File: src/rtl/word_feeder_pkg.sv
// Shared definitions for the word feeder: FSM state encodings used by the
// RTL and by the bench.
package word_feeder_pkg;

  typedef enum logic [1:0] {
    ST_IDLE = 2'd0,
    ST_SEND = 2'd1,
    ST_DONE = 2'd2
  } state_e;

endpackage : word_feeder_pkg

File: src/rtl/word_feeder_if.sv
// Valid/ready word stream from the feeder (master) to its consumer (slave).
interface word_feeder_if #(
  parameter int WIDTH = 8
);

  logic             out_valid;
  logic             out_ready;
  logic [WIDTH-1:0] out_data;
  logic             out_last;

  modport master (
    output out_valid,
    output out_data,
    output out_last,
    input  out_ready
  );

  modport slave (
    input  out_valid,
    input  out_data,
    input  out_last,
    output out_ready
  );

endinterface : word_feeder_if

File: src/rtl/word_index_counter.sv
// Word index for the feeder: cleared on block capture, advanced per transfer,
// saturating at the last word so it never wraps.
module word_index_counter #(
  parameter int WORDS = 4,
  parameter int IDXW  = $clog2(WORDS)
) (
  input  logic            clk,
  input  logic            async_reset,
  input  logic            i_clr,
  input  logic            i_inc,
  output logic [IDXW-1:0] o_idx
);

  localparam logic [IDXW-1:0] LAST_IDX = IDXW'(WORDS - 1);

  logic [IDXW-1:0] r_idx;

  // Index register: clear has priority over increment.
  always_ff @(posedge clk or negedge async_reset) begin
    if (!async_reset) begin
      r_idx <= '0;
    end else if (i_clr) begin
      r_idx <= '0;
    end else if (i_inc && (r_idx != LAST_IDX)) begin
      r_idx <= r_idx + IDXW'(1);
    end else begin
      r_idx <= r_idx;
    end
  end

  assign o_idx = r_idx;

endmodule : word_index_counter

File: src/rtl/word_feeder.sv
// Captures a packed block of WORDS words on start and streams them out one per
// accepted transfer, with registered (Moore) outputs and a done pulse.
module word_feeder
  import word_feeder_pkg::*;
#(
  parameter int WIDTH = 8,
  parameter int WORDS = 4
) (
  input  logic                   clk,
  input  logic                   async_reset,
  input  logic                   start,
  input  logic [WIDTH*WORDS-1:0] data_input,
  output logic                   busy,
  output logic                   done,
  word_feeder_if.master          bus
);

  localparam int              IDXW     = $clog2(WORDS);
  localparam logic [IDXW-1:0] LAST_IDX = IDXW'(WORDS - 1);

  state_e                 r_state;
  logic [WIDTH*WORDS-1:0] r_buf;
  logic                   r_valid;
  logic [WIDTH-1:0]       r_data;
  logic                   r_last;
  logic                   r_busy;
  logic                   r_done;

  logic [IDXW-1:0]        w_idx;
  logic [IDXW-1:0]        w_idx_nxt;
  logic                   w_clr;
  logic                   w_xfer;
  logic                   w_inc;

  function automatic logic [WIDTH-1:0] pick_word(
    input logic [WIDTH*WORDS-1:0] blk,
    input logic [IDXW-1:0]        k
  );
    pick_word = blk[int'(k)*WIDTH +: WIDTH];
  endfunction

  assign w_clr     = (r_state == ST_IDLE) && start;
  assign w_xfer    = (r_state == ST_SEND) && bus.out_ready;
  assign w_inc     = w_xfer && (w_idx != LAST_IDX);
  assign w_idx_nxt = w_idx + IDXW'(1);

  word_index_counter #(
    .WORDS (WORDS),
    .IDXW  (IDXW)
  ) u_index (
    .clk         (clk),
    .async_reset (async_reset),
    .i_clr       (w_clr),
    .i_inc       (w_inc),
    .o_idx       (w_idx)
  );

  // Block FSM; outputs are computed from the next state so they leave flops,
  // which keeps out_ready off every combinational output path.
  always_ff @(posedge clk or negedge async_reset) begin
    if (!async_reset) begin
      r_state <= ST_IDLE;
      r_buf   <= '0;
      r_valid <= 1'b0;
      r_data  <= '0;
      r_last  <= 1'b0;
      r_busy  <= 1'b0;
      r_done  <= 1'b0;
    end else begin
      case (r_state)
        ST_IDLE: begin
          r_done <= 1'b0;
          if (start) begin
            r_state <= ST_SEND;
            r_buf   <= data_input;
            r_valid <= 1'b1;
            r_data  <= data_input[WIDTH-1:0];
            r_last  <= 1'b0;
            r_busy  <= 1'b1;
          end else begin
            r_state <= ST_IDLE;
            r_valid <= 1'b0;
            r_data  <= '0;
            r_last  <= 1'b0;
            r_busy  <= 1'b0;
          end
        end
        ST_SEND: begin
          if (w_xfer && (w_idx == LAST_IDX)) begin
            r_state <= ST_DONE;
            r_valid <= 1'b0;
            r_data  <= '0;
            r_last  <= 1'b0;
            r_done  <= 1'b1;
          end else if (w_xfer) begin
            r_data  <= pick_word(r_buf, w_idx_nxt);
            r_last  <= (w_idx_nxt == LAST_IDX);
          end else begin
            r_data  <= r_data;
            r_last  <= r_last;
          end
        end
        ST_DONE: begin
          r_state <= ST_IDLE;
          r_done  <= 1'b0;
          r_busy  <= 1'b0;
        end
        default: begin
          r_state <= ST_IDLE;
          r_valid <= 1'b0;
          r_data  <= '0;
          r_last  <= 1'b0;
          r_busy  <= 1'b0;
          r_done  <= 1'b0;
        end
      endcase
    end
  end

  assign bus.out_valid = r_valid;
  assign bus.out_data  = r_data;
  assign bus.out_last  = r_last;
  assign busy          = r_busy;
  assign done          = r_done;

endmodule : word_feeder

File: src/flat_wrapper.sv
// flat-port wrapper written by rule: the top's interface ports become plain ports
module word_feeder_flat import word_feeder_pkg::*;
#(
  parameter int WIDTH = 8,
  parameter int WORDS = 4
)
  (clk, async_reset, start, data_input, busy, done, bus_out_valid, bus_out_data, bus_out_last, bus_out_ready);
  word_feeder_if #(.WIDTH(WIDTH)) bus_i ();
  input  logic clk;
  input  logic async_reset;
  input  logic start;
  input  logic [WIDTH*WORDS-1:0] data_input;
  output logic busy;
  output logic done;
  output wire logic [$bits(bus_i.out_valid)-1:0] bus_out_valid;
  output wire logic [$bits(bus_i.out_data)-1:0] bus_out_data;
  output wire logic [$bits(bus_i.out_last)-1:0] bus_out_last;
  input wire logic [$bits(bus_i.out_ready)-1:0] bus_out_ready;
  assign bus_out_valid = bus_i.out_valid;
  assign bus_out_data = bus_i.out_data;
  assign bus_out_last = bus_i.out_last;
  assign bus_i.out_ready = bus_out_ready;
  word_feeder #(.WIDTH(WIDTH), .WORDS(WORDS)) u_core (.clk(clk), .async_reset(async_reset), .start(start), .data_input(data_input), .busy(busy), .done(done), .bus(bus_i));
endmodule
File: config.mk
export PLATFORM = sky130hd
export DESIGN_NAME = word_feeder_flat
export DESIGN_NICKNAME = d
export VERILOG_FILES = /design/src/rtl/word_feeder_pkg.sv /design/src/rtl/word_feeder_if.sv /design/src/rtl/word_index_counter.sv /design/src/rtl/word_feeder.sv /design/src/flat_wrapper.sv
export SDC_FILE = /design/constraint.sdc
export NUM_CORES = 1
export LEC_CHECK = 0
export ABC_CLOCK_PERIOD_IN_PS = 2500
export BUFFER_PORTS_ARGS = -buffer_cell sky130_fd_sc_hd__buf_4
export CAP_MARGIN = 10
export CORE_ASPECT_RATIO = 0.6
export CORE_UTILIZATION = 45
export CTS_BUF_LIST = sky130_fd_sc_hd__clkbuf_8
export DETAILED_ROUTE_END_ITERATION = 8
export GPL_TIMING_DRIVEN = 1
export PLACE_DENSITY = 0.78
export SLEW_MARGIN = 25
export SYNTH_ARGS = -nofsm -noshare
export SYNTH_HDL_FRONTEND = slang
export SYNTH_SLANG_ARGS = --single-unit
File: constraint.sdc
create_clock -name clk -period 2.5 [get_ports clk]
set_clock_uncertainty 0.2 [all_clocks]
set_input_delay 0.125 -clock clk [delete_from_list [all_inputs] [get_ports clk]]
set_output_delay 0.125 -clock clk [all_outputs]
set_load 0.02 [all_outputs]
**Word-level counts from Yosys, hierarchy flattened**

Cells that the tools add are included.

- Bits in registers: 48
- Bits of input ports: 36
- Word-level logic and storage cells: 46

- Add/sub/neg operators: 1
- Eq/ne operators: 7
- Shift operators: 1
- Mux-type cells: 18
- Bitwise gates (word level): 1
- Reduce and logical (&&, ||, !) cells: 10

Operators by type and width:

| kind | number |
|---|---|
| $shiftx A32 B6 Y8 | 1 |
| $mux W8 | 3 |
| $pmux W8 S3 | 1 |
| $mux W1 | 7 |
| $eq A2 B2 Y1 const B | 3 |
| $mux W2 | 3 |
| $reduce_and A2 Y1 | 3 |
| $logic_and A1 B1 Y1 | 5 |
| $ne A2 B2 Y1 const B | 2 |
| $pmux W1 S2 | 2 |
| $pmux W2 S2 | 1 |
| $ne A3 B2 Y1 const B | 1 |
| $pmux W1 S3 | 1 |
| $add A2 B1 Y2 const B | 1 |
| $eq A2 B1 Y1 const B | 1 |
| $logic_not A2 Y1 | 1 |
| $reduce_bool A2 Y1 | 1 |
| $not A1 Y1 | 1 |

**Longest topological paths before layout**

Gate-level depths: netlist of the first run.

- Depth in word-level cells: 6
- Mapped depth: 7
- Gate-level depth less buffers: 5

**Cells and area by module**

A second synthesis of the first run with hierarchy kept.

- Cells, all modules: 164
- Area total of the unflattened synthesis: 2383.5 um2

By module, submodules not included:

| module | instances | cells an instance | area an instance (um2) | sequential area each (um2) |
|---|---|---|---|---|
| word_feeder | 1 | 154 | 2259.7 | 1151.1 |
| word_index_counter | 1 | 10 | 123.9 | 50.0 |

**Worst setup path before layout of the first run**

No wires, ideal clock.

- Path type: register to register
- Start: register u_core.u_index.r_idx[0], in the netlist u_core.u_index.o_idx[0]
- End: register u_core.r_data[3], in the netlist u_core.bus.out_data[3]
- Setup time: 0.126 ns
- Arrival: 1.698 ns
- Required time: 2.174 ns
- Setup slack: 0.476 ns
- Cell stages (with the launch flop): 7
- Path buffers: 2
- Clock period less this slack: 2.024 ns
- Path through: dfrtp_1 -> buf_6 -> inv_1 -> ha_1 -> buf_1 -> mux4_2 -> a221o_1

- Word-level cells in the longest chain between the ends: 5
- Elaborated cells between the ends (all ways): 9

RTL lines:

| element | RTL line | RTL |
|---|---|---|
| start: declaration | word_index_counter.sv:16 | `logic [IDXW-1:0] r_idx;` |
| start signal: assignment | word_index_counter.sv:25 | `r_idx <= r_idx + IDXW'(1);` |
| start signal: assignment | word_index_counter.sv:27 | `r_idx <= r_idx;` |
| $add A2 B1 Y2 | word_feeder.sv:45 | `assign w_idx_nxt = w_idx + IDXW'(1);` |
| $shiftx A32 B6 Y8 | word_feeder.sv:39 | `pick_word = blk[int'(k)*WIDTH +: WIDTH];` |
| $mux W8 | word_feeder.sv:95 | `end else if (w_xfer) begin` |
| $mux W8 | word_feeder.sv:89 | `if (w_xfer && (w_idx == LAST_IDX)) begin` |
| $pmux W8 S3 | word_feeder.sv:70 | `case (r_state)` |
| end signal: assignment | word_feeder.sv:77 | `r_data <= data_input[WIDTH-1:0];` |
| end signal: assignment | word_feeder.sv:96 | `r_data <= pick_word(r_buf, w_idx_nxt);` |
| end signal: assignment | word_feeder.sv:99 | `r_data <= r_data;` |
| end: declaration | word_feeder.sv:24 | `logic [WIDTH-1:0] r_data;` |

Several ways; a longest one is shown, not always the timed one. The select of a mux whose other input is x is not followed.
A chain may end at the register's enable or synchronous reset.

**Worst setup path after layout of the first run**

Same ends and word-level chain as after synthesis.

==> metrics.md, run 1 <==
| Metric | Value |
|---|---|
| Status | `complete, no violations` |
| Final WL | `4.42 mm` |
| Yosys reg bits | `48` |
| Terminus of the critical flop-to-flop path | `u_core.bus.out_data[3]` |
| Post-route minimum period | `1970 ps` |
| DR iter-0 viols | `55` |
| First-pass detailed-route iteration total | `4` |
| # Max-Cap Violations | `0` |
| Crit-path slowest cell | `ha_1` |
| Placement row count | `19` |
| Final setup vio count | `0` |
| Crit path cell chain | `inv_1 -> ha_1 -> mux4_2 -> a221o_1` |
| Beginning of the worst hold path | `start` |
| Data required time of the worst path | `2490 ps` |
| Non-filler instance count after layout | `302` |
| Chip width | `92.0 µm` |
| Initial antenna violation count | `0` |
| Post-DP HPWL | `2.96 mm` |
| Max VDD drop | `0.480 mV` |
| Commonest non-fill, non-tap cells in the layout | `buf_4 (51), dfrtp_1 (48), dlygate4sd3_1 (34), mux2_2 (32), nand2_1 (17)` |
| CTS tree | `built` |
| Final Max Slew Viols | `0` |
| Final Wtd Congestion | `0.733` |
| Filler Cell Count | `358` |
| Crit path launch type | `flop` |
| Post-CTS Setup Bufs | `0` |
| Core area | `4610 µm²` |
| Synth cell types | `29` |
| CP max FO | `9` |
| Mean Syn Cell Area | `14.1 µm²` |
| Commonest non-fill, non-tap cell in the layout | `buf_4` |
| Hold EP | `u_core.busy` |
| Htree depth | `2` |
| Lkg Pwr | `1.37 nW` |
| GRT overflow | `0` |
| Inserted Diodes | `0` |
| Antenna-violating nets left | `0` |
| Mean number of vias per cell | `5.06` |
| Final hold viol count | `0` |
| Root buffer cell | `clkbuf_8` |
| Synth Instances | `155` |
| Top-area cell type share of the netlist area | `54.9%` |
| CTS clk-pin slew, worst paths | `90 ps` |
| Initial Util | `47.4%` |
| Share of layout cells above drive strength 1 | `39.7%` |
| Final Cycle Share | `78.7%` |
| Power per standard cell area | `1060 nW/µm²` |
| CTS Buffer Depth | `2` |
| Slew HR | `57.5%` |
| Worst hold path class | `input port to flop` |
| Worst slew pin tran | `637 ps` |
| Area grow syn2layout | `38.7%` |
| Storage element area | `1200 µm²` |
| Routed vias | `1529` |
| Chip height | `56.0 µm` |
| Reg-to-reg startpoint | `u_core.u_index.o_idx[0]` |
| Fmax | `0.508 GHz` |
| CTS Buf Count | `5` |
| Largest cells by area after synthesis | `dfrtp_1 (55%), mux2_2 (16%), mux4_1 (8.4%)` |
| Sum Neg Setup Slack | `0 ps` |
| Layout Nets | `276` |
| Die area | `5150 µm²` |
| First-pass GRT wire length | `7.58 mm` |
| DR DRC count | `0` |
| I/O pins | `48` |
| Register area share after synthesis | `54.9%` |
| Placed insts | `260` |
| Post-DP Area | `2600 µm²` |
| Gr usage total | `19.1%` |
| Crit path largest cell delay | `500 ps` |
| Number of global-route vias before repair | `1577` |
| WS Path Type | `flop to flop` |
| Warnings from Yosys | `0` |
| FF-to-FF path depth | `4` |
| Cell Area, Synth | `2190 µm²` |
| R2r setup slk | `530 ps` |
| Port buffer count | `47` |
| Synthesized net count | `193` |
| Hold path depth | `3` |
| Final instance area | `3030 µm²` |
| Clk_lat worst skew | `290 ps` |
| Unrepaired setup endpoints after global routing | `no` |
| Crit. End Element | `flop` |
| Area of the multi-input gates | `931 µm²` |
| Synth area leader | `dfrtp_1` |
| WL per Instance | `14.6 µm` |
| Clk sinks | `48` |
| Worst endpoint data arrival time | `1950 ps` |
| Largest net degree at the start of global routing | `49` |
-- area by class of cell --
class / count / area share, %
Sequential cell: 48 / 39.6
Multi-Input combinational cell: 96 / 30.7
Timing Repair Buffer: 85 / 23.8
Clock buffer: 6 / 2.72
Tap cell: 63 / 2.60
Clock inverter: 2 / 0.330
Inverter: 2 / 0.247
-- cell usage after synthesis (all sizes together) --
cell type and count:
dfrtp 48, mux2 32, nand2 17, buf 8, mux4 8, a22oi 7
o211ai 7, nor2 6, a21oi 2, ha 2, inv 2, mux2i 2
nand2b 2, nor2b 2, a21o 1, a221o 1, and2 1, clkbuf 1
nor3b 1, nor4bb 1, o21a 1, o21bai 1, o2bb2ai 1, xnor2 1
-- registers in the layout (all words and copies together) (netlist names) --
signal                count
u_core.busy               1
u_core.u_index.o_idx      2
u_core.bus.out_data       8
u_core.bus.out_valid      1
u_core.r_buf             32
u_core.done               1
u_core.r_state            2
u_core.bus.out_last       1
-- worst max path at each step --
stage                                  from                     end  slack (ps)  cells past startpoint
finish              u_core.u_index.o_idx[0]  u_core.bus.out_data[3]         530                      4
global route        u_core.u_index.o_idx[0]  u_core.bus.out_data[3]         440                      4
CTS                 u_core.u_index.o_idx[0]  u_core.bus.out_data[3]         510                      4
detailed placement  u_core.u_index.o_idx[0]  u_core.bus.out_data[3]         540                      4
global placement    u_core.u_index.o_idx[0]  u_core.bus.out_data[3]         580                      4
floorplan           u_core.u_index.o_idx[0]  u_core.bus.out_data[3]         480                      6
-- power breakdown --
part | internal, W | switching, W | total (W)
clock network | 0.000221 | 0.000251 | 0.000472
logic | 0.000798 | 0.000557 | 0.00136
registers | 0.00115 | 0.000242 | 0.00139
total | 0.00217 | 0.00105 | 0.00322
-- what timing repair did --
item                                    in CTS  in global routing
hold buffers                                34                  0
endpoints found under the setup margin       0                  0
endpoints found under the hold margin       91                  0
gates resized for setup                      0                  0
-- per-layer routing --
metal	vias up	wire length, µm	track usage [%]
met2	45	2030	29.1
met1	751	2120	28.2
met3	0	263	5.05
met4	0	0	2.68
met5	-	0	0
li1	733	-	-
-- worst max-delay path: cells and delay by family (launching register included) --
family	cells	cell delay, ps
AOI/OAI and AO/OA	1	320
adders and majority gates	1	500
buffers and inverters	1	60
DFF	1	420
muxes	1	350
-- logic make-up (layout without fill, tap and decap cells) --
kind of cell,count (synthesis),count (layout),synth area share [%]
simple gates,30,30,6.75
mux,42,42,26.8
buf+inv,11,95,2.86
fa+ha+maj,2,2,1.14
compound gates,21,21,7.15
xor+xnor,1,1,0.400
flops,48,48,54.9
-- stage by stage --
step	util, %	total power [W]	setup slack (ps)	hold WS (ps)
3_5_place_dp	56.4	0.00273	538	-21.8
6_report	65.8	0.00322	533	28.0
3_3_place_gp	56.4	0.00268	579	-28.2
2_1_floorplan	-	0.00233	476	-371
5_1_grt	65.8	0.00344	440	39.3
4_1_cts	65.8	0.00326	514	7.77
Note: power is estimated with default switching activity, not from simulation.
==> inputs of run 2 (changes only) <==
- ABC_AREA: default -> 1
- ABC_CLOCK_PERIOD_IN_PS: 2500 -> 1800
- PLACE_DENSITY: 0.78 -> 0.8
- clock period: 2.5 -> 1.8 ns (I/O delays scaled with it)
==> run 2 against run 1 <==
  * Clock-buffer cell count unchanged
  * Sequential share of layout area fell by 1.9 points
  * Clock power up 42%
  * Largest cell class unchanged
==> metrics.md, run 2 <==
| Metric | Value |
|---|---|
| Sum Neg Setup Slack | `0 ps (unchanged)` |
| Initial antenna violation count | `0 (unchanged)` |
| Worst slew pin tran | `586 ps (was 637 ps)` |
| CTS Buffer Depth | `2 (unchanged)` |
| Warnings from Yosys | `0 (unchanged)` |
| Placement row count | `19 (unchanged)` |
| Largest net degree at the start of global routing | `49 (unchanged)` |
| CTS Buf Count | `5 (unchanged)` |
| Chip width | `95.0 µm (was 92.0 µm)` |
| Cell Area, Synth | `2340 µm² (was 2190 µm²)` |
| Buf/Inv on CP | `1 (unchanged)` |
| Unrepaired setup endpoints after global routing | `no (unchanged)` |
| Register area share after synthesis | `51.4% (was 54.9%)` |
| FF-to-FF path depth | `7 (was 4)` |
| CP max FO | `9 (unchanged)` |
| Top cells by count, synth | `nand2_1 (113), dfrtp_1 (48), inv_1 (36) (was dfrtp_1 (48), mux2_2 (32), nand2_1 (17))` |
| Port buffer count | `47 (unchanged)` |
| Synthesized net count | `323 (was 193)` |
| Final Max Slew Viols | `0 (unchanged)` |
| Mean Syn Cell Area | `8.20 µm² (was 14.1 µm²)` |
| Layout Nets | `409 (was 276)` |
| First-pass GRT wire length | `8.90 mm (was 7.58 mm)` |
| Initial Util | `48.9% (was 47.4%)` |
| Worst hold path class | `input port to asynchronous set/reset pin (was input port to flop)` |
| Top-count cell post-synth | `nand2_1 (was dfrtp_1)` |
| Terminus of the critical flop-to-flop path | `u_core.bus.out_data[4] (was u_core.bus.out_data[3])` |
| Final WL | `5.27 mm (was 4.42 mm)` |
| Final Wtd Congestion | `0.884 (was 0.733)` |
| WL per Instance | `12.1 µm (was 14.6 µm)` |
| Area grow syn2layout | `36.6% (was 38.7%)` |
| Post-DP HPWL | `3.69 mm (was 2.96 mm)` |
| Gr usage total | `21.3% (was 19.1%)` |
| Clk_lat worst skew | `300 ps (was 290 ps)` |
| WS Path Type | `flop to flop (unchanged)` |
| Async set-reset flop share out of synthesis | `100% (unchanged)` |
| Antenna-violating nets left | `0 (unchanged)` |
| DR iter-0 viols | `117 (was 55)` |
| CTS tree | `built (unchanged)` |
| Synth Instances | `285 (was 155)` |
| Yosys reg bits | `48 (unchanged)` |
| Synth cell types | `20 (was 29)` |
| Crit. End Element | `flop (unchanged)` |
| Largest register FFs | `32 (unchanged)` |
| Placed insts | `392 (was 260)` |
| Chip height | `57.8 µm (was 56.0 µm)` |
| Top-area cell type share of the netlist area | `51.4% (was 54.9%)` |
| Final hold viol count | `0 (unchanged)` |
| Largest cells by area after synthesis | `dfrtp_1 (51%), nand2_1 (18%), o21ai_1 (7.5%) (was dfrtp_1 (55%), mux2_2 (16%), mux4_1 (8.4%))` |
| Power per standard cell area | `1620 nW/µm² (was 1060 nW/µm²)` |
| CP dominant cell by count | `nand2_1` |
| Die area | `5500 µm² (was 5150 µm²)` |
| Lkg Pwr | `1.70 nW (was 1.37 nW)` |
| Reg-to-reg startpoint | `u_core.u_index.o_idx[0] (unchanged)` |
| Commonest non-fill, non-tap cell in the layout | `nand2_1 (was buf_4)` |
| Number of global-route vias before repair | `1968 (was 1577)` |
| Max VDD drop | `0.845 mV (was 0.480 mV)` |
| Final Power | `0.00517 W (was 0.00322 W)` |
| GRT overflow | `0 (unchanged)` |
| Commonest non-fill, non-tap cells in the layout | `nand2_1 (113), buf_4 (53), dfrtp_1 (47) (was buf_4 (51), dfrtp_1 (48), dlygate4sd3_1 (34), mux2_2 (32), nand2_1 (17))` |
| I/O pins | `48 (unchanged)` |
| Final setup vio count | `0 (unchanged)` |
| Most used DFF post-synth | `dfrtp_1 (unchanged)` |
| R2r setup slk | `130 ps (was 530 ps)` |
| Clk sinks | `48 (unchanged)` |
| DP Worst Slack | `112 ps (was 538 ps)` |
| Mean number of vias per cell | `4.76 (was 5.06)` |
| Share of layout cells above drive strength 1 | `24.2% (was 39.7%)` |
| # Max-Cap Violations | `0 (unchanged)` |
| Routed vias | `2069 (was 1529)` |
| Most flops, register | `u_core.r_buf (unchanged)` |
| Filler Cell Count | `404 (was 358)` |
| Critical path launch point | `u_core.u_index.o_idx[0] (unchanged)` |
| Post-route minimum period | `1670 ps (was 1970 ps)` |
| CTS clk-pin slew, worst paths | `90 ps (about the same)` |
| Crit path launch type | `flop (unchanged)` |
| DR DRC count | `0 (unchanged)` |
| Data required time of the worst path | `1840 ps (was 2490 ps)` |
| Post-synth EDFFs | `0 (unchanged)` |
| Inserted Diodes | `0 (unchanged)` |
| Worst Setup Slack, final | `128 ps (was 533 ps)` |
| Synth area leader | `dfrtp_1 (unchanged)` |
| Non-filler instance count after layout | `435 (was 302)` |
| Root buffer cell | `clkbuf_8 (unchanged)` |
| Fmax | `0.598 GHz (was 0.508 GHz)` |
| Htree depth | `2 (unchanged)` |
| Crit path largest cell delay | `450 ps (was 500 ps)` |
| Crit path cell chain | `buf_4 -> ha_1 -> a21oi_4 -> nand2_1 -> nand2_1 -> nand2_1 -> nand2_1 (was inv_1 -> ha_1 -> mux4_2 -> a221o_1)` |
| Crit-path slowest cell | `dfrtp_2 (was ha_1)` |
| Final core occ | `66.8% (was 65.8%)` |
| Slew HR | `60.9% (was 57.5%)` |
| Family with the most delay on the worst path | `flip-flops (was adder cells)` |
| Worst endpoint data arrival time | `1710 ps (was 1950 ps)` |
| Status | `complete, no violations (unchanged)` |
| Final Cycle Share | `92.9% (was 78.7%)` |
| Core area | `4780 µm² (was 4610 µm²)` |
| First-pass detailed-route iteration total | `4 (unchanged)` |
[run 2: kinds of logic (layout without fill, tap and decap cells)]
family / count (synthesis) / count (layout) / synth area share (%)
AND/OR/NAND/NOR: 145 / 145 / 27.6
buffers and inverters: 52 / 139 / 10.9
flip-flops: 48 / 48 / 51.4
AO/OA/AOI/OAI: 38 / 38 / 9.10
adder cells (fa/ha/maj): 2 / 2 / 1.07
[run 2: through the flow]
step,hold slack [ps],cell area [µm²]
after floorplan,-406,2340
after global placement,-68.1,2750
after detailed placement,-62.8,2750
after CTS,158,3190
after global routing,211,3190
final,126,3190
[run 2: metal layers]
metal | global-route usage, % | routed length [µm] | up-vias
met1 | 31.5 | 2710 | 964
li1 | - | - | 1042
met3 | 4.59 | 268 | 7
met4 | 3.68 | 35 | 0
met2 | 33.0 | 2250 | 56
met5 | 0 | 0 | -
[run 2: worst reg2reg max path: cells and delay by family, from the launching register on]
kind | cells | cell delay [ps]
flops | 1 | 450
compound gates | 1 | 290
simple gates | 4 | 270
fa+ha+maj | 1 | 250
buf+inv | 1 | 160
[run 2: cell type report]
cell class / count / area (µm²) / area share, %
Multi-Input combinational cell: 185 / 882 / 27.6
Inverter: 42 / 168 / 5.25
Clock buffer: 6 / 82.6 / 2.59
Sequential cell: 48 / 1200 / 37.7
Clock inverter: 2 / 10.0 / 0.314
Timing Repair Buffer: 89 / 768 / 24.1
Tap cell: 63 / 78.8 / 2.47
[run 2: power by group]
group          total (W)  internal, W  switching, W  leakage [nW]
Clock           0.000671     0.000307      0.000364        0.0510
Sequential       0.00178      0.00158      0.000196         0.595
Combinational    0.00272      0.00105       0.00167          1.05
[run 2: how the worst max path moves through the flow]
stage,cells after the start,endpoint,slack [ps]
after floorplan,12,u_core.bus.out_data[1],30
after global placement,7,u_core.bus.out_data[7],150
after detailed placement,9,u_core.bus.out_data[6],110
after CTS,7,u_core.bus.out_data[6],100
after global routing,7,u_core.bus.out_data[4],20
final,7,u_core.bus.out_data[4],130
[run 2: repair_timing]
item,4_1_cts,5_1_grt
setup buffers,0,0
resized for setup,0,1
setup endpoints to repair,0,5
hold endpoints to repair,96,0
hold buffers,35,0
==> inputs of run 3 (changes only) <==
- CORE_MARGIN: default -> 4
==> run 3 against run 2 <==
  * Die area rose by 17%
  * First-iteration DRC count rose by 11%
  * Cell count did not move
  * Worst setup slack got worse by 59 ps
  * Via count barely moved
  * Register-to-register slack got worse by 60 ps
  * Critical path depth did not move
  * Core utilization fell by 0.052 points
  * Power rose by 0.48%
  * Largest cell class unchanged
  * Cell area barely moved
  * Maximum frequency fell by 3.4%
  * Routed wire length rose by 7.9%
==> metrics.md, run 3 (synthesis gave the netlist of run 2 again) <==
| Metric | Value |
|---|---|
| CTS tree | `built (unchanged)` |
| Chip width | `101 µm (was 95.0 µm)` |
| CP max FO | `9 (unchanged)` |
| Final WL | `5.68 mm (was 5.27 mm)` |
| Unrepaired setup endpoints after global routing | `yes (was no)` |
| Initial antenna violation count | `0 (unchanged)` |
| CTS Buf Count | `5 (unchanged)` |
| Gate power share | `53.4% (was 52.6%)` |
| Post-DP HPWL | `3.95 mm (was 3.69 mm)` |
| Buf/Inv on CP | `1 (unchanged)` |
| First-pass detailed-route iteration total | `4 (unchanged)` |
| Crit. End Element | `flop (unchanged)` |
| Die area | `6450 µm² (was 5500 µm²)` |
| Most flops, register | `u_core.r_buf (unchanged)` |
| Switching part of the total | `43.5% (was 43.0%)` |
| Clk_lat worst skew | `300 ps (about the same)` |
| Lkg Pwr | `1.70 nW (about the same)` |
| Met3 Use GR | `4.02% (was 4.59%)` |
| Post-CTS Setup Bufs | `0 (unchanged)` |
| Status | `complete, no violations (unchanged)` |
| Met1 Use GR | `26.4% (was 31.5%)` |
| FF-to-FF path depth | `7 (unchanged)` |
| Final Wtd Congestion | `0.871 (was 0.884)` |
| Layout Nets | `409 (unchanged)` |
| Placement row count | `19 (unchanged)` |
| Share of layout cells above drive strength 1 | `23.4% (was 24.2%)` |
| Routed vias | `2070 (was 2069)` |
| DR DRC count | `0 (unchanged)` |
| Worst endpoint data arrival time | `1770 ps (was 1710 ps)` |
| Root buffer cell | `clkbuf_8 (unchanged)` |
| Non-filler instance count after layout | `435 (unchanged)` |
| Critical path depth | `7 (unchanged)` |
| Fmax | `0.578 GHz (was 0.598 GHz)` |
| Commonest non-fill, non-tap cell in the layout | `nand2_1 (unchanged)` |
| Post-DP Area | `2740 µm² (was 2750 µm²)` |
| Power per standard cell area | `1630 nW/µm² (was 1620 nW/µm²)` |
| Clk pwr share | `12.5% (was 13.0%)` |
| Final instance area | `3190 µm² (about the same)` |
| WS Path Type | `flop to flop (unchanged)` |
| Gr usage total | `17.9% (was 21.3%)` |
| Reg-to-reg startpoint | `u_core.u_index.o_idx[0] (unchanged)` |
| CTS clk-pin slew, worst paths | `80 ps (was 90 ps)` |
| Largest register FFs | `32 (unchanged)` |
| Number of global-route vias before repair | `2041 (was 1968)` |
| DR iter-0 viols | `130 (was 117)` |
| CTS Buffer Depth | `2 (unchanged)` |
| Final Cycle Share | `96.2% (was 92.9%)` |
| Met2 usage | `26.2% (was 33.0%)` |
| Antenna-violating nets left | `0 (unchanged)` |
| Post-route minimum period | `1730 ps (was 1670 ps)` |
| Worst hold path class | `input port to asynchronous set/reset pin (unchanged)` |
| # resized after CTS | `0 (unchanged)` |
| Mean number of vias per cell | `4.76 (about the same)` |
| R2r setup slk | `70 ps (was 130 ps)` |
| Data required time of the worst path | `1840 ps (about the same)` |
| Crit path cell chain | `buf_4 -> ha_1 -> a21oi_2 -> nand2_1 -> nand2_1 -> nand2_1 -> nand2_1 (was buf_4 -> ha_1 -> a21oi_4 -> nand2_1 -> nand2_1 -> nand2_1 -> nand2_1)` |
| Part of the power in registers | `34.1% (was 34.4%)` |
| Crit-path slowest cell | `dfrtp_1 (was dfrtp_2)` |
| Terminus of the critical flop-to-flop path | `u_core.bus.out_data[7] (was u_core.bus.out_data[4])` |
| WL per Instance | `13.1 µm (was 12.1 µm)` |
| Worst slew pin tran | `578 ps (was 586 ps)` |
| Clk sinks | `48 (unchanged)` |
| Largest net degree at the start of global routing | `49 (unchanged)` |
| Htree depth | `2 (unchanged)` |
| Sw Pwr | `0.00226 W (was 0.00223 W)` |
| Family with the most delay on the worst path | `flip-flops (unchanged)` |
| First-pass GRT wire length | `9.24 mm (was 8.90 mm)` |
| Gr busiest metal | `met1 (was met2)` |
| Critical path launch point | `u_core.u_index.o_idx[0] (unchanged)` |
| Crit path launch type | `flop (unchanged)` |
| Commonest non-fill, non-tap cells in the layout | `nand2_1 (113), buf_4 (52), dfrtp_1 (48), inv_1 (37) (was nand2_1 (113), buf_4 (53), dfrtp_1 (47))` |
| Final hold viol count | `0 (unchanged)` |
| Placed insts | `391 (was 392)` |
| Initial Util | `48.9% (unchanged)` |
| Inserted Diodes | `0 (unchanged)` |
| P_int | `0.00294 W (about the same)` |
| Crit path largest cell delay | `440 ps (was 450 ps)` |
| Crit path capture | `u_core.bus.out_data[7] (was u_core.bus.out_data[4])` |
| Chip height | `63.8 µm (was 57.8 µm)` |
| Final Max Slew Viols | `0 (unchanged)` |
| Max VDD drop | `0.875 mV (was 0.845 mV)` |
| CP dominant cell by count | `nand2_1 (unchanged)` |
| Slew HR | `61.5% (was 60.9%)` |
| GRT overflow | `0 (unchanged)` |
| # Max-Cap Violations | `0 (unchanged)` |
| Core area | `4780 µm² (unchanged)` |
| I/O pins | `48 (unchanged)` |
| Port buffer count | `47 (unchanged)` |
| Final setup vio count | `0 (unchanged)` |
| Area grow syn2layout | `36.5% (was 36.6%)` |
[run 3: area by class of cell]
class | count | area (µm²)
Inverter | 42 | 168
Clock inverter | 2 | 7.51
Fill cell | 410 | 1590
Tap cell | 63 | 78.8
Clock buffer | 6 | 82.6
Timing Repair Buffer | 88 | 761
Sequential cell | 48 | 1200
Multi-Input combinational cell | 186 | 891
[run 3: layer usage]
metal | share of wire, % | routed length (µm) | up-vias
met4 | 1.4 | 80 | 0
met2 | 43 | 2470 | 69
met3 | 6.8 | 384 | 10
li1 | - | - | 1045
met1 | 48 | 2750 | 946
met5 | 0 | 0 | -
[run 3: how the worst min path moves through the flow]
| stage | slack [ps] | endpoint | start |
|---|---|---|---|
| floorplan | -410 | u_core.bus.out_data[0] | async_reset |
| global placement | -70 | u_core.r_buf[22] | async_reset |
| detailed placement | -60 | u_core.r_buf[21] | async_reset |
| CTS | 160 | u_core.bus.out_data[6] | async_reset |
| global route | 200 | u_core.r_buf[22] | async_reset |
| finish | 130 | u_core.r_buf[22] | async_reset |
[run 3: worst register-to-register path, cell delays in order, from the launching register on]
cell	delay, ps
dfrtp_1	440
buf_4	200
ha_1	290
a21oi_2	290
nand2_1	90
nand2_1	70
nand2_1	50
nand2_1	50
[run 3: through the flow]
step	total power, W	setup TNS, ps	worst slack, ps	utilization [%]	hold WS (ps)
2_1_floorplan	0.00378	0	27.8	-	-406
3_3_place_gp	0.00437	0	124	57.3	-66.0
3_5_place_dp	0.00446	0	111	57.3	-63.3
4_1_cts	0.00519	0	81.0	66.6	158
5_1_grt	0.00565	-1.21	-1.21	66.7	197
6_report	0.00520	0	68.5	66.7	130
[run 3: power groups by stage]
stage / clock [W] / sequential, W / combinational (W)
floorplan: 0 / 0.00189 / 0.00189
global placement: 0 / 0.00177 / 0.00259
detailed placement: 0 / 0.00180 / 0.00266
CTS: 0.000666 / 0.00178 / 0.00275
global route: 0.000712 / 0.00183 / 0.00312
finish: 0.000651 / 0.00177 / 0.00277
[run 3: what timing repair did]
item                       in CTS  in global routing
hold buffers                   35                  0
setup endpoints to repair       0                  6
hold endpoints to repair       95                  0
